$ cat config.mk
export PLATFORM = sky130hd
export DESIGN_NAME = dcache_writeback
export DESIGN_NICKNAME = d
export VERILOG_FILES = /design/src/rtl/axi_pkg.sv /design/src/rtl/dcache_pkg.sv /design/src/rtl/dcache_writeback.sv
export SDC_FILE = /design/constraint.sdc
export NUM_CORES = 1
export LEC_CHECK = 0
export CAP_MARGIN = 0
export CORE_ASPECT_RATIO = 1.2
export CORE_MARGIN = 2
export CORE_UTILIZATION = 50
export CTS_CLUSTER_SIZE = 14
export DETAILED_ROUTE_END_ITERATION = 8
export GPL_TIMING_DRIVEN = 0
export MAX_ROUTING_LAYER = met4
export PLACE_DENSITY_LB_ADDON = 0.3
export SYNTH_ARGS = -nofsm -noshare
export SYNTH_HDL_FRONTEND = slang
export SYNTH_SLANG_ARGS = --single-unit
$ cat constraint.sdc
create_clock -name clk -period 13.45 [get_ports clk]
set_clock_uncertainty 0.2 [all_clocks]
set_input_delay 2.0175 -clock clk [delete_from_list [all_inputs] [get_ports clk]]
set_output_delay 2.0175 -clock clk [all_outputs]
set_load 0.1 [all_outputs]
$ cat src/rtl/axi_pkg.sv
`default_nettype none
// ============================================================================
// Module      : axi_pkg
// Description : Shared AXI3 constants for full-line write bursts.
// Revision    : 1.0 - initial release
// ============================================================================
package axi_pkg;

    localparam logic [3:0] c_axi_len_line   = 4'd3;
    localparam logic [2:0] c_axi_size_word  = 3'b010;
    localparam logic [1:0] c_axi_burst_incr = 2'b01;
    localparam logic [3:0] c_axi_strb_full  = 4'hF;

endpackage : axi_pkg
`default_nettype wire

$ cat src/rtl/dcache_pkg.sv
`default_nettype none
// ============================================================================
// Module      : dcache_pkg
// Description : Shared DCache line types and geometry.
// Revision    : 1.0 - initial release
// ============================================================================
package dcache_pkg;

    localparam int c_word_w        = 32;
    localparam int c_line_words    = 4;
    localparam int c_line_offset_w = 4;

    typedef logic [c_word_w-1:0] word_t;
    typedef word_t [c_line_words-1:0] DCData_t;

endpackage : dcache_pkg
`default_nettype wire

$ cat src/rtl/dcache_writeback.sv
`default_nettype none
// ============================================================================
// Module      : dcache_writeback
// Description : Dirty-line FIFO that drains evicted lines as AXI3 INCR bursts.
// Revision    : 1.0 - initial release
// ============================================================================
module dcache_writeback
    import dcache_pkg::*;
    import axi_pkg::*;
#(
    parameter int DEPTH = 2
) (
    input  logic          clk,
    input  logic          rst,

    input  logic          push_valid,
    input  logic [31:0]   push_addr,
    input  DCData_t       push_data,
    output logic          push_ready,

    input  logic [31:0]   chk_addr,
    output logic          chk_hit,

    output logic          empty,

    output logic          awvalid,
    input  logic          awready,
    output logic [31:0]   awaddr,
    output logic [3:0]    awlen,
    output logic [2:0]    awsize,
    output logic [1:0]    awburst,

    output logic          wvalid,
    input  logic          wready,
    output logic [31:0]   wdata,
    output logic [3:0]    wstrb,
    output logic          wlast,

    input  logic          bvalid,
    output logic          bready
);

    localparam int c_ptr_w = $clog2(DEPTH);
    localparam int c_cnt_w = c_ptr_w + 1;
    localparam int c_tag_w = 32 - c_line_offset_w;
    localparam logic [c_cnt_w-1:0] c_depth = c_cnt_w'(DEPTH);

    typedef enum logic [1:0] {
        ST_IDLE = 2'd0,
        ST_AW   = 2'd1,
        ST_W    = 2'd2,
        ST_B    = 2'd3
    } state_t;

    state_t               r_state;
    state_t               w_state_nxt;

    logic [c_tag_w-1:0]   r_tag  [DEPTH];
    DCData_t              r_data [DEPTH];
    logic [DEPTH-1:0]     r_valid;
    logic [c_ptr_w-1:0]   r_head;
    logic [c_ptr_w-1:0]   r_tail;
    logic [c_cnt_w-1:0]   r_count;
    logic [1:0]           r_beat;

    logic                 w_push;
    logic                 w_pop;
    logic                 w_hit;
    logic                 w_unused;

    // Only the line tag is kept; offset bits never reach the bus.
    assign w_unused = ^{push_addr[c_line_offset_w-1:0], chk_addr[c_line_offset_w-1:0]};

    assign w_push = push_valid && !rst && (r_count < c_depth);
    assign w_pop  = (r_state == ST_B) && bvalid;

    always_ff @(posedge clk) begin
        if (rst) begin
            r_state <= ST_IDLE;
            r_head  <= '0;
            r_tail  <= '0;
            r_count <= '0;
            r_beat  <= '0;
            r_valid <= '0;
        end else begin
            r_state <= w_state_nxt;
            if (w_push) begin
                r_tail           <= r_tail + c_ptr_w'(1);
                r_valid[r_tail]  <= 1'b1;
            end
            // Head stays valid through B so refills keep seeing the line.
            if (w_pop) begin
                r_head           <= r_head + c_ptr_w'(1);
                r_valid[r_head]  <= 1'b0;
            end
            case ({w_push, w_pop})
                2'b10:   r_count <= r_count + c_cnt_w'(1);
                2'b01:   r_count <= r_count - c_cnt_w'(1);
                default: r_count <= r_count;
            endcase
            if ((r_state == ST_W) && wready) begin
                r_beat <= r_beat + 2'd1;
            end
        end
    end

    always_ff @(posedge clk) begin
        if (w_push) begin
            r_tag[r_tail]  <= push_addr[31:c_line_offset_w];
            r_data[r_tail] <= push_data;
        end
    end

    always_comb begin
        w_state_nxt = r_state;
        case (r_state)
            ST_IDLE: if (r_count != '0)             w_state_nxt = ST_AW;
            ST_AW:   if (awready)                   w_state_nxt = ST_W;
            ST_W:    if (wready && r_beat == 2'd3)  w_state_nxt = ST_B;
            ST_B:    if (bvalid)                    w_state_nxt = ST_IDLE;
            default:                                w_state_nxt = ST_IDLE;
        endcase
    end

    always_comb begin
        w_hit = 1'b0;
        for (int i = 0; i < DEPTH; i++) begin
            if (r_valid[i] && (r_tag[i] == chk_addr[31:c_line_offset_w])) begin
                w_hit = 1'b1;
            end
        end
    end

    assign push_ready = rst || (r_count < c_depth);
    assign empty      = rst || ((r_count == '0) && (r_state == ST_IDLE));
    assign chk_hit    = w_hit && !rst;

    assign awvalid = !rst && (r_state == ST_AW);
    assign awaddr  = awvalid ? {r_tag[r_head], {c_line_offset_w{1'b0}}} : 32'd0;
    assign awlen   = c_axi_len_line;
    assign awsize  = c_axi_size_word;
    assign awburst = c_axi_burst_incr;

    assign wvalid  = !rst && (r_state == ST_W);
    assign wdata   = wvalid ? r_data[r_head][r_beat] : 32'd0;
    assign wstrb   = c_axi_strb_full;
    assign wlast   = wvalid && (r_beat == 2'd3);

    assign bready  = !rst && (r_state == ST_B);

endmodule : dcache_writeback
`default_nettype wire

======== Word-level counts from Yosys, hierarchy flattened ========
Memories as Yosys holds them, arrays and structs flattened. A register that Yosys moved wholly into a read port is not among the register bits.
Index checks and enable logic that the tools add are counted.
word-level totals
  logic and storage cells ................. 82
  bits in writable memories ............... 312
  output and inout bits ................... 84
  ROM bits ................................ 0
  latch bits .............................. 0
  memories ................................ 2
  input bits .............................. 198
  register bits after elaboration ......... 10
operators by class
  muxes and demuxes ....................... 25
  $mul .................................... 0
  shift-type cells ........................ 0
  div/mod/pow operators ................... 0
  equality and inequality tests ........... 12
  order comparisons ....................... 6
  reduce and logical (&&, ||, !) cells .... 23
  $add $sub $neg .......................... 5
  bitwise gates (word level) .............. 3
memories
  name    words  bits a word  read ports  clocked after Yosys merged registers in  wr ports  RTL line                RTL
  r_data  2      128          1           1                                        1         dcache_writeback.sv:59  DCData_t r_data [DEPTH];
  r_tag   2      28           3           1                                        1         dcache_writeback.sv:58  logic [c_tag_w-1:0] r_tag [DEPTH];
operators with widths
  kind                                                count
  two-way mux 32 bit                                  3
  binary-select mux 32 bit (select 2 bit)             1
  == test 28 bit                                      2
  logical AND 1 bit                                   15
  two-way mux 2 bit                                   7
  two-way mux 1 bit                                   10
  == test 2 bit, second input constant                4
  case mux 2 bit (4 select lines)                     1
  != test 2 bit, second input constant                3
  adder 2 x 1 -> 2 bit, second input constant         2
  == test 2 x 1 -> 1 bit, second input constant       2
  logical NOT 2 bit                                   2
  < comparator 1 x 2 -> 1 bit, second input constant  2
  case mux 2 bit (2 select lines)                     1
  AND reduction 4 bit                                 1
  nonzero test 2 bit                                  2
  < comparator 2 x 3 -> 1 bit, second input constant  1
  adder 1 bit, second input constant                  2
  AND 2 bit                                           1
  demux 1 bit (select 1 bit)                          2
  >= comparator 1 bit, second input constant          2
  logical OR 1 bit                                    2
  < comparator 2 bit, second input constant           1
  != test 2 x 1 -> 1 bit, second input constant       1
  other kinds (4)                                     4

======== Depth between registers and ports, before layout ========
Gate-level depths: netlist of the first run.
  word-level depth ........................ 9
  depth in mapped cells ................... 8
  depth with buffers taken out ............ 7

======== Least setup slack after synthesis of the first run ========
Ideal clock, no wire load.
  path type ............................... input to register
  from .................................... in rst
  to ...................................... mem r_data[0][0] in the netlist's numbering (enable)
  buffers on the path ..................... 1
  slack ................................... 3539 ps
  stages on the path ...................... 5
  library setup time ...................... 678 ps
  arrival time ............................ 9033 ps
  required time ........................... 12572 ps
  cell sequence ........................... clkbuf_1 -> nor2_1 -> and2_1 -> inv_1 -> nor2_1
between the ends
  longest elaborated chain between the ends .. 5
ends and longest elaborated chain
  item                                     RTL line                 RTL
  start: declaration                       dcache_writeback.sv:14   input logic rst,
  logical NOT 1 bit                        dcache_writeback.sv:74   assign w_push = push_valid && !rst && (r_count < c_depth);
  logical AND 1 bit (2 in a row)           dcache_writeback.sv:74
  two-way mux 1 bit                        dcache_writeback.sv:108  if (w_push) begin
  two-way mux 1 bit (not written as such)  dcache_writeback.sv:110  r_data[r_tail] <= push_data;
  end: declaration                         dcache_writeback.sv:59
Every way passes these cells.

======== Worst setup path in the final report of the first run ========
  from .................................... in chk_addr[20]
  to ...................................... out chk_hit
between the ends
  longest elaborated chain between the ends .. 5
  elaborated cells on any way between the ends .. 7
  classes of those cells .................. 2 x eq/ne; 2 x mux; 3 x reduce/logical
ends and longest elaborated chain
  item                   RTL line                 RTL
  start: declaration     dcache_writeback.sv:21   input logic [31:0] chk_addr,
  == test 28 bit         dcache_writeback.sv:128  if (r_valid[i] && (r_tag[i] == chk_addr[31:c_line_offset_w])) begin
  logical AND 1 bit      dcache_writeback.sv:128
  two-way mux 1 bit      dcache_writeback.sv:128
  two-way mux 1 bit (*)  dcache_writeback.sv:128
  logical AND 1 bit (*)  dcache_writeback.sv:136  assign chk_hit = w_hit && !rst;
  end: declaration       dcache_writeback.sv:22   output logic chk_hit,
Every way passes the cells marked *; elsewhere a longest branch is shown, timed or not.

==> qor.txt, run 1 <==
Synth warn: 0
Net count, final: 1207
Largest net degree at the start of global routing: 67
Post-route cell area: 17500 um2
Vias: 7186
Cells after DPL: 1304
Post-Synth XOR/XNOR Area: 4.05%
Post-synthesis sequential area ratio: 72.7%
GR Overflow Total: 0
Mapped Area: 13200 um2
Slew margin rel.: 29.7%
Placed Area: 16400 um2
# hold bufs at CTS: 0
Total Wirelength: 27700 um
Final number of setup-violating endpoints: 0
IO Port Bufs: 255
Die Wd: 152 um
Sw Ratio: 25.3%
Drt via density: 5.27
I/O pin count: 282
Power share of the sequential group: 46.7%
CTS Root Cell: clkbuf_16
CP startpoint kind: input port
Skew-Pair Late Insertion Delay: 0.55 ns
Final core occ: 67.1%
LEAKAGE: 5.68 nW
Detailed placement HPWL: 19100 um
Clk slew on worst S/H paths: 0.06 ns
Distinct cells, synth: 32
Die Height: 182 um
Critical Path End Type: output pin
Worst-path maximum fanout: 2
Worst path max stage delay: 1.19 ns
Initial antenna violation count: 3
H-tree depth: 1
Worst hold path class: reg -> reg
Initial detailed-routing violation count: 320
Crit-path slowest cell: clkdlybuf4s50_1
Crit Path Class: in -> out
Post-Syn Instances: 691
Crit path time final: 6.96 ns
Maximum VDD drop: 117 uV
Vias in the first global route: 7597
Yosys top cell by area: edfxtp_1
Worst-margin pin slew: 1.05 ns
# rows: 65
Flop and latch count out of synthesis: 323
Final max-slew violation count: 0
Adder-cell share of the synthesized area: 0.664%
Post-CTS setup repair buffer count: 0
Largest family of logic cells by synthesized area: multiplexers
Top post-synthesis cells by area: edfxtp_1 71%, mux4_2 11%, mux2i_1 4.6%, xnor2_1 2.4%, nor2_1 2.0%
Antenna Nets Post-Route: 0
1st-pass router iterations: 4
DIE AREA: 27700 um2
Inserted Clock Buffers: 31
DR WL/cell: 20.3 um
Number of max-cap violations: 0
Final Wtd Congestion: 0.792
Tot GR Track Use: 20.1%
Core Footprint: 26100 um2
RSZ-0062 raised after global routing: false
Compound-cell area share of the yosys netlist: 0.379%
Most frequent cells in the layout: 312 x edfxtp_1, 255 x clkdlybuf4s50_1, 71 x nor2_1
Pwr Density: 142 nW/um2
Final Hold Fails: 0
Comb pwr share: 16.6%
First-pass GRT wire length: 41500 um
Crit path DAT: 4.74 ns
Top cell type's share of synthesized area: 71.0%
CTS sink count: 323
Most common cell after layout, fill and taps aside: edfxtp_1
Fin crit share: 51.7%
Initial Utilization: 50.5%
FMAX: 144 MHz
Status: complete, no violations
Simple logic cell fraction of the synthesized area: 3.66%
Fin cells: 1364
Sw Pwr: 0.631 mW
Area Overhead vs Synth: 32.8%
Int Pwr: 1.86 mW
Clock Path Buffers: 3
Post-synthesis mux area share: 15.6%
Fillcell total: 1775
WP data required: 11.23 ns
Share of cells above drive strength 1: 14.9%
Worst-path cell chain: clkdlybuf4s50_1 -> xnor2_1 -> nand4_1 -> nor4_1 -> nand4_1 -> a21oi_1 -> clkdlybuf4s50_1
Clock Power Share: 36.7%
Synthesized area per cell: 19.1 um2
PostCTS Resize Cnt: 0
CTS tree: built
# DRC: 0
==> cell families (layout without fill, tap and decap cells) <==
kind of cell	after synthesis	count (layout)
muxes	125	125
DFF	323	323
other	2	20
xor gates and xnor gates	61	61
AOI/OAI and AO/OA	8	8
and+or+nand+nor	110	110
buffers and inverters	55	375
adders and majority gates	7	7
==> power by group through the flow <==
stage | Combinational [mW] | Sequential, mW | Clock [mW]
global route | 0.434 | 1.17 | 0.971
detailed placement | 0.417 | 1.18 | 0
global placement | 0.404 | 1.20 | 0
finish | 0.414 | 1.16 | 0.913
floorplan | 0.272 | 1.19 | 0
CTS | 0.419 | 1.16 | 0.931
==> layout make-up <==
type	instances	area (um2)	share of cell area (%)
diodes	3	7.51	0.0428
plain buffers	47	350	2.00
clock buffers	36	795	4.53
clock inverters	21	292	1.66
inverters	8	30.0	0.171
multi-input cells	328	3290	18.8
flip-flops and latches	323	9590	54.7
well taps	335	419	2.39
repair buffers	263	2750	15.7
==> per-stage QoR <==
step	TNS [ns]	power, mW	hold slack [ns]	setup slack (ns)
floorplan	0	1.46	0.257	3.54
global route	0	2.57	0.317	6.33
detailed placement	0	1.60	0.287	6.52
finish	0	2.49	0.295	6.49
CTS	0	2.51	0.298	6.51
global placement	-50.18	1.60	0.274	-0.333
==> critical path, delay by kind of cell <==
family | cells | cell delay, ns
XOR/XNOR | 1 | 0.23
buffers and inverters | 2 | 1.66
AO/OA/AOI/OAI | 1 | 0.16
AND/OR/NAND/NOR | 3 | 0.67
==> path summary, 6_finish.rpt <==
check / start / to / cells past startpoint / slack [ns]
hold / removal: r_head / r_valid[1] / 1 / 0.29
hold reg to reg: r_head / r_valid[1] / 1 / 0.29
setup reg to reg: r_count[1] / r_data[0][58] / 7 / 10.99
setup / recovery: chk_addr[20] / chk_hit / 7 / 6.49
==> flip-flops by register name, indices dropped and copies added, names as in the netlist, named ones only <==
register  cells
r_data      256
r_tag        56
r_beat        2
r_count       2
r_state       2
r_valid       2
r_head        1
r_tail        1
==> cells in the mapped netlist (all sizes together) <==
master,number
clkbuf,10
and3,1
nor2,72
xor2,25
nand3,1
mux4,64
nand4,10
nor4,8
nor2b,1
o21ai,1
nand2,9
a211oi,1
inv,8
a21oi,4
ha,7
o211ai,1
a222oi,1
edfxtp,312
xnor2,36
buf,37
dfxtp,11
nor3,1
conb,2
mux2i,61
nand2b,4
or3,1
and2,2
==> routing by layer <==
metal  vias up  part of all wire, %  track usage (%)
li1       3301                    -                -
met1      3580                   38             23.5
met2       249                   53             34.6
met3        56                  7.2             4.73
met4         0                  2.5             6.21
met5         -                    0                -
No activity file was read; power rests on OpenSTA's default activity.
==> inputs of run 2 (changes only) <==
- CORE_UTILIZATION: 50 -> 46
- clock period: 13.45 -> 5.9 ns (I/O delays scaled with it)
==> qor.txt, run 2 (synthesis results as in run 1) <==
Status: complete, no violations
Slew margin rel.: 28.9% (-0.79 points)
Crit Path Class: in -> out
CTS tree: built
Area Overhead vs Synth: 31.9%
Clock Path Buffers: 3 (unchanged)
H-tree depth: 1 (unchanged)
# DRC: 0 (unchanged)
Final max-slew violation count: 0 (unchanged)
Maximum VDD drop: 255 uV (+120%)
Core Footprint: 28100 um2 (+7.6%)
Clk slew on worst S/H paths: 0.06 ns (about the same)
Critical Path End Type: output pin
Pwr Total: 5.47 mW (+120%)
CTS sink count: 323 (unchanged)
Drt via density: 5.07 (-3.7%)
Cells after DPL: 1347 (+3.3%)
Number of max-cap violations: 0 (unchanged)
DR WL/cell: 20.3 um (about the same)
Post-CTS setup repair buffer count: 0 (unchanged)
Die Height: 190 um (+4.2%)
Antenna Nets Post-Route: 0 (unchanged)
First-pass GRT wire length: 41800 um (+0.85%)
1st-pass router iterations: 4 (unchanged)
# rows: 67 (+3.1%)
DIE AREA: 30100 um2 (+8.5%)
Net count, final: 1206 (-0.083%)
Worst hold path class: reg -> reg
PostCTS Resize Cnt: 0 (unchanged)
CTS Root Cell: clkbuf_16
Final number of setup-violating endpoints: 0 (unchanged)
I/O pin count: 282 (unchanged)
Pwr Density: 315 nW/um2 (+120%)
Vias: 7123 (-0.88%)
LEAKAGE: 5.60 nW (-1.4%)
FMAX: 210 MHz
Tot GR Track Use: 19.1% (-0.99 points)
Place WS: 1.19 ns (-5.33 ns)
# hold bufs at CTS: 0 (unchanged)
Fin crit share: 80.7%
Most common cell after layout, fill and taps aside: edfxtp_1
Worst-margin pin slew: 1.06 ns (+0.0118 ns)
Registers with the most flip-flops: r_data: 256 flops, r_tag: 56 flops
Final Wtd Congestion: 0.798 (+0.76%)
Most frequent cells in the layout: 312 x edfxtp_1, 255 x clkdlybuf4s50_1, 71 x nor2_1
Detailed placement HPWL: 20300 um (+6.4%)
Post-Route Setup TNS: 0 ns (unchanged)
WP data required: 4.82 ns (-6.41 ns)
Setup WS post-layout: 1.14 ns (-5.35 ns)
Die Wd: 159 um (+4.1%)
IO Port Bufs: 255 (unchanged)
Initial antenna violation count: 2 (-1)
Skew-Pair Late Insertion Delay: 0.54 ns (about the same)
Crit path time final: 4.76 ns
Worst-path maximum fanout: 2 (unchanged)
Vias in the first global route: 7499 (-1.3%)
Biggest register: r_data
R2R depth: 6 (-1)
Max reg flops: 256 (unchanged)
Hold depth: 1 (unchanged)
RSZ-0062 raised after global routing: false
CP startpoint kind: input port
Total Wirelength: 28500 um (+2.9%)
Fin cells: 1404 (+2.9%)
Initial Utilization: 47.0% (-3.6 points)
Inserted Clock Buffers: 31 (unchanged)
Final Hold Fails: 0 (unchanged)
Final core occ: 62.0% (-5.2 points)
Initial detailed-routing violation count: 384 (+20%)
Crit path DAT: 3.67 ns (-1.07 ns)
Share of cells above drive strength 1: 14.6% (-0.35 points)
GR Overflow Total: 0 (unchanged)
Largest net degree at the start of global routing: 67 (unchanged)
-- run 2: cell types whose count changed in the layout (fill, tap and decap cells not counted), sizes merged --
cell / change
buf: -1
bufinv: -4
clkbuf: +3
diode: -1
inv: -1
-- run 2: per-stage QoR --
step,hold WS (ns),instance area [um2]
3_3_place_gp,0.272,16300
3_5_place_dp,0.275,16400
6_report,0.287,17400
4_1_cts,0.287,17400
5_1_grt,0.307,17400
2_1_floorplan,0.257,13300
-- run 2: layout make-up --
cell class,instances,area [um2]
diodes,2,5.00
plain buffers,47,350
clock buffers,39,806
clock inverters,16,150
fillers,2051,10700
inverters,8,30.0
multi-input cells,328,3290
flip-flops and latches,323,9590
well taps,379,474
repair buffers,262,2710
-- run 2: worst paths after layout --
kind,startpoint,to,slack [ns]
min,r_head,r_valid[1],0.29
min reg2reg,r_head,r_valid[1],0.29
max,chk_addr[4],chk_hit,1.14
max reg2reg,r_count[1],r_data[0][115],3.55
-- run 2: metal layers --
metal | global-route usage, % | up-vias | routed length [um]
met5 | - | - | 0
met1 | 21.9 | 3527 | 10800
met2 | 33.0 | 253 | 14600
met4 | 4.47 | 0 | 556
li1 | - | 3303 | -
met3 | 5.49 | 40 | 2560
-- run 2: worst max-delay path: stages --
cell and delay (ns):
clkdlybuf4s50_1 0.51, xnor2_1 0.15, nand4_1 0.13, nor4_1 0.49, nand4_1 0.16, a21oi_1 0.17, clkdlybuf4s50_1 1.17
-- run 2: report_power, final --
part           leakage (nW)  switching, mW  internal, mW
logic                  2.18          0.597         0.345
clock network         0.467          0.794          1.09
registers              2.95         0.0302          2.62
==> inputs of run 3 (changes only) <==
- clock period: 5.9 -> 3.8 ns (I/O delays scaled with it)
==> qor.txt, run 3 (synthesis results as in run 1) <==
FMAX: 273 MHz
Biggest register: r_data
Status: complete, no violations
CP bufs+invs: 3 (+1)
IO Port Bufs: 255 (unchanged)
CTS sink count: 323 (unchanged)
Most frequent cells in the layout: 312 x edfxtp_1, 200 x clkdlybuf4s50_1, 70 x nor2_1
DR WL/cell: 20.0 um (-1.2%)
Vias in the first global route: 7617 (+1.6%)
Worst path max stage delay: 0.88 ns (-0.29 ns)
Hold_ws: 0.0520 ns (-0.235 ns)
# DRC: 0 (unchanged)
Comb pwr share: 16.4% (-0.8 points)
Detailed placement HPWL: 19600 um (-3.5%)
Pwr Density: 501 nW/um2 (+59%)
Final Wtd Congestion: 0.795 (-0.29%)
1st-pass router iterations: 4 (unchanged)
Skew-Pair Late Insertion Delay: 0.55 ns (about the same)
Final max-slew violation count: 0 (unchanged)
Initial Utilization: 47.0% (unchanged)
Post-Route Setup TNS: 0 ns (unchanged)
CP startpoint kind: register
Initial detailed-routing violation count: 284 (-26%)
GR Overflow Total: 0 (unchanged)
Sw Pwr: 2.22 mW (+56%)
First-pass GRT wire length: 41700 um (-0.26%)
Number of max-cap violations: 0 (unchanged)
Int Pwr: 6.52 mW (+61%)
Fin crit share: 96.3%
Largest net degree at the start of global routing: 63 (-6.0%)
Post-CTS setup repair buffer count: 0 (unchanged)
CP most frequent cell: buf_2
Max reg flops: 256 (unchanged)
WP data required: 3.03 ns (-1.79 ns)
DIE AREA: 30100 um2 (unchanged)
Clock Power Share: 36.5% (+2.1 points)
Area Overhead vs Synth: 32.0% (about the same)
Inserted Clock Buffers: 31 (unchanged)
Worst-margin pin slew: 1.06 ns (-0.00292 ns)
Final Hold Fails: 0 (unchanged)
Final number of setup-violating endpoints: 0 (unchanged)
Net count, final: 1206 (unchanged)
Busiest grt layer: met2
Slew margin rel.: 29.2% (+0.30 points)
Share of cells above drive strength 1: 17.1% (+2.6 points)
H-tree depth: 1 (unchanged)
Crit-path slowest cell: dlygate4sd2_1
Core Footprint: 28100 um2 (unchanged)
Drt via density: 5.07 (about the same)
Maximum VDD drop: 381 uV (+49%)
Power share of the sequential group: 47.1% (-1.3 points)
Total Wirelength: 28100 um (-1.3%)
Sw Ratio: 25.4% (-0.56 points)
Fin cells: 1402 (-0.14%)
Worst hold path class: in -> reg
Cells after DPL: 1347 (unchanged)
Most common cell after layout, fill and taps aside: edfxtp_1
Place WS: -0.224 ns (-1.41 ns)
Final core occ: 62.0% (about the same)
I/O pin count: 282 (unchanged)
Clk slew on worst S/H paths: 0.06 ns (about the same)
Crit path time final: 3.66 ns
RSZ-0062 raised after global routing: false
Setup WS post-layout: 0.139 ns (-1.00 ns)
Initial antenna violation count: 2 (unchanged)
CTS Root Cell: clkbuf_16
Crit Path Class: reg -> out
Critical Path End Type: output pin
# rows: 67 (unchanged)
Global routing usage on met2: 33.1% (+0.083 points)
# hold bufs at CTS: 0 (unchanged)
GRT met3 Usage: 3.66% (-1.8 points)
Met1 Resource Use GR: 22.4% (+0.48 points)
CTS tree: built
Die Wd: 159 um (unchanged)
Antenna Nets Post-Route: 0 (unchanged)
Area of the multi-input gates: 3300 um2 (+0.30%)
Worst-path cell chain: buf_2 -> buf_2 -> mux4_2 -> mux2i_1 -> nor2_1 -> dlygate4sd2_1
CP top delay family: buffers and inverters
LEAKAGE: 5.88 nW (+5.0%)
Crit path DAT: 2.89 ns (-0.78 ns)
Register area: 9590 um2 (unchanged)
Registers with the most flip-flops: r_data: 256 flops, r_tag: 56 flops
Vias: 7108 (-0.21%)
Die Height: 190 um (unchanged)
Worst-path maximum fanout: 10 (+8)
Tot GR Track Use: 19.0% (-0.071 points)
Clock Path Buffers: 3 (unchanged)
Fillcell total: 2048 (-0.15%)
==> run 3: changes by cell type in the layout (fill, tap and decap cells not counted), sizes merged <==
cell,delta
bufinv,+4
clkbuf,+5
clkdlybuf4s15,+2
clkdlybuf4s50,-55
clkinv,+1
clkinvlp,+1
dlygate4sd2,+39
dlymetal6s2s,+1
==> run 3: through the flow <==
step / cell area, um2 / power [mW]
CTS: 17500 / 8.83
detailed placement: 16500 / 5.67
floorplan: 13300 / 5.15
global placement: 16300 / 5.64
finish: 17400 / 8.73
global route: 17400 / 9.02
==> run 3: area by class of cell <==
type	count	share of cell area (%)
Clock inverter	22	1.61
Buffer	47	2.09
Antenna cell	2	0.0287
Sequential cell	323	55.1
Timing Repair Buffer	262	14.9
Inverter	8	0.172
Multi-Input combinational cell	328	18.9
Tap cell	379	2.72
Clock buffer	31	4.45
==> run 3: timing repair <==
action | in CTS | in global routing
gates resized for setup | 62 | 27
setup endpoints to repair | 54 | 21
gates cloned | 0 | 0
==> run 3: worst register-to-register path: cells and delay by family, from the launching register on <==
kind          cells  cell delay (ns)
simple gates      3             0.82
buf+inv           4             0.79
flops             1             0.36
==> run 3: final timing paths <==
path / cells past startpoint / start / slack, ns / endpoint
max: 6 / r_beat[0] / 0.14 / wdata[13]
max reg2reg: 7 / r_count[1] / 1.30 / r_data[0][46]
min reg2reg: 1 / r_head / 0.30 / r_valid[1]
min: 2 / rst / 0.05 / r_valid[1]
==> run 3: power groups by stage <==
stage | Combinational [mW] | Sequential (mW) | Clock [mW]
5_1_grt | 1.51 | 4.13 | 3.39
2_1_floorplan | 0.965 | 4.19 | 0
4_1_cts | 1.45 | 4.12 | 3.27
3_3_place_gp | 1.44 | 4.20 | 0
3_5_place_dp | 1.48 | 4.19 | 0
6_report | 1.43 | 4.12 | 3.19
==> run 3: per-layer routing <==
layer / wire length, um / up-vias
met4: 704 / 0
met1: 10900 / 3548
met3: 1820 / 50
met2: 14700 / 212
met5: 0 / -
li1: - / 3298
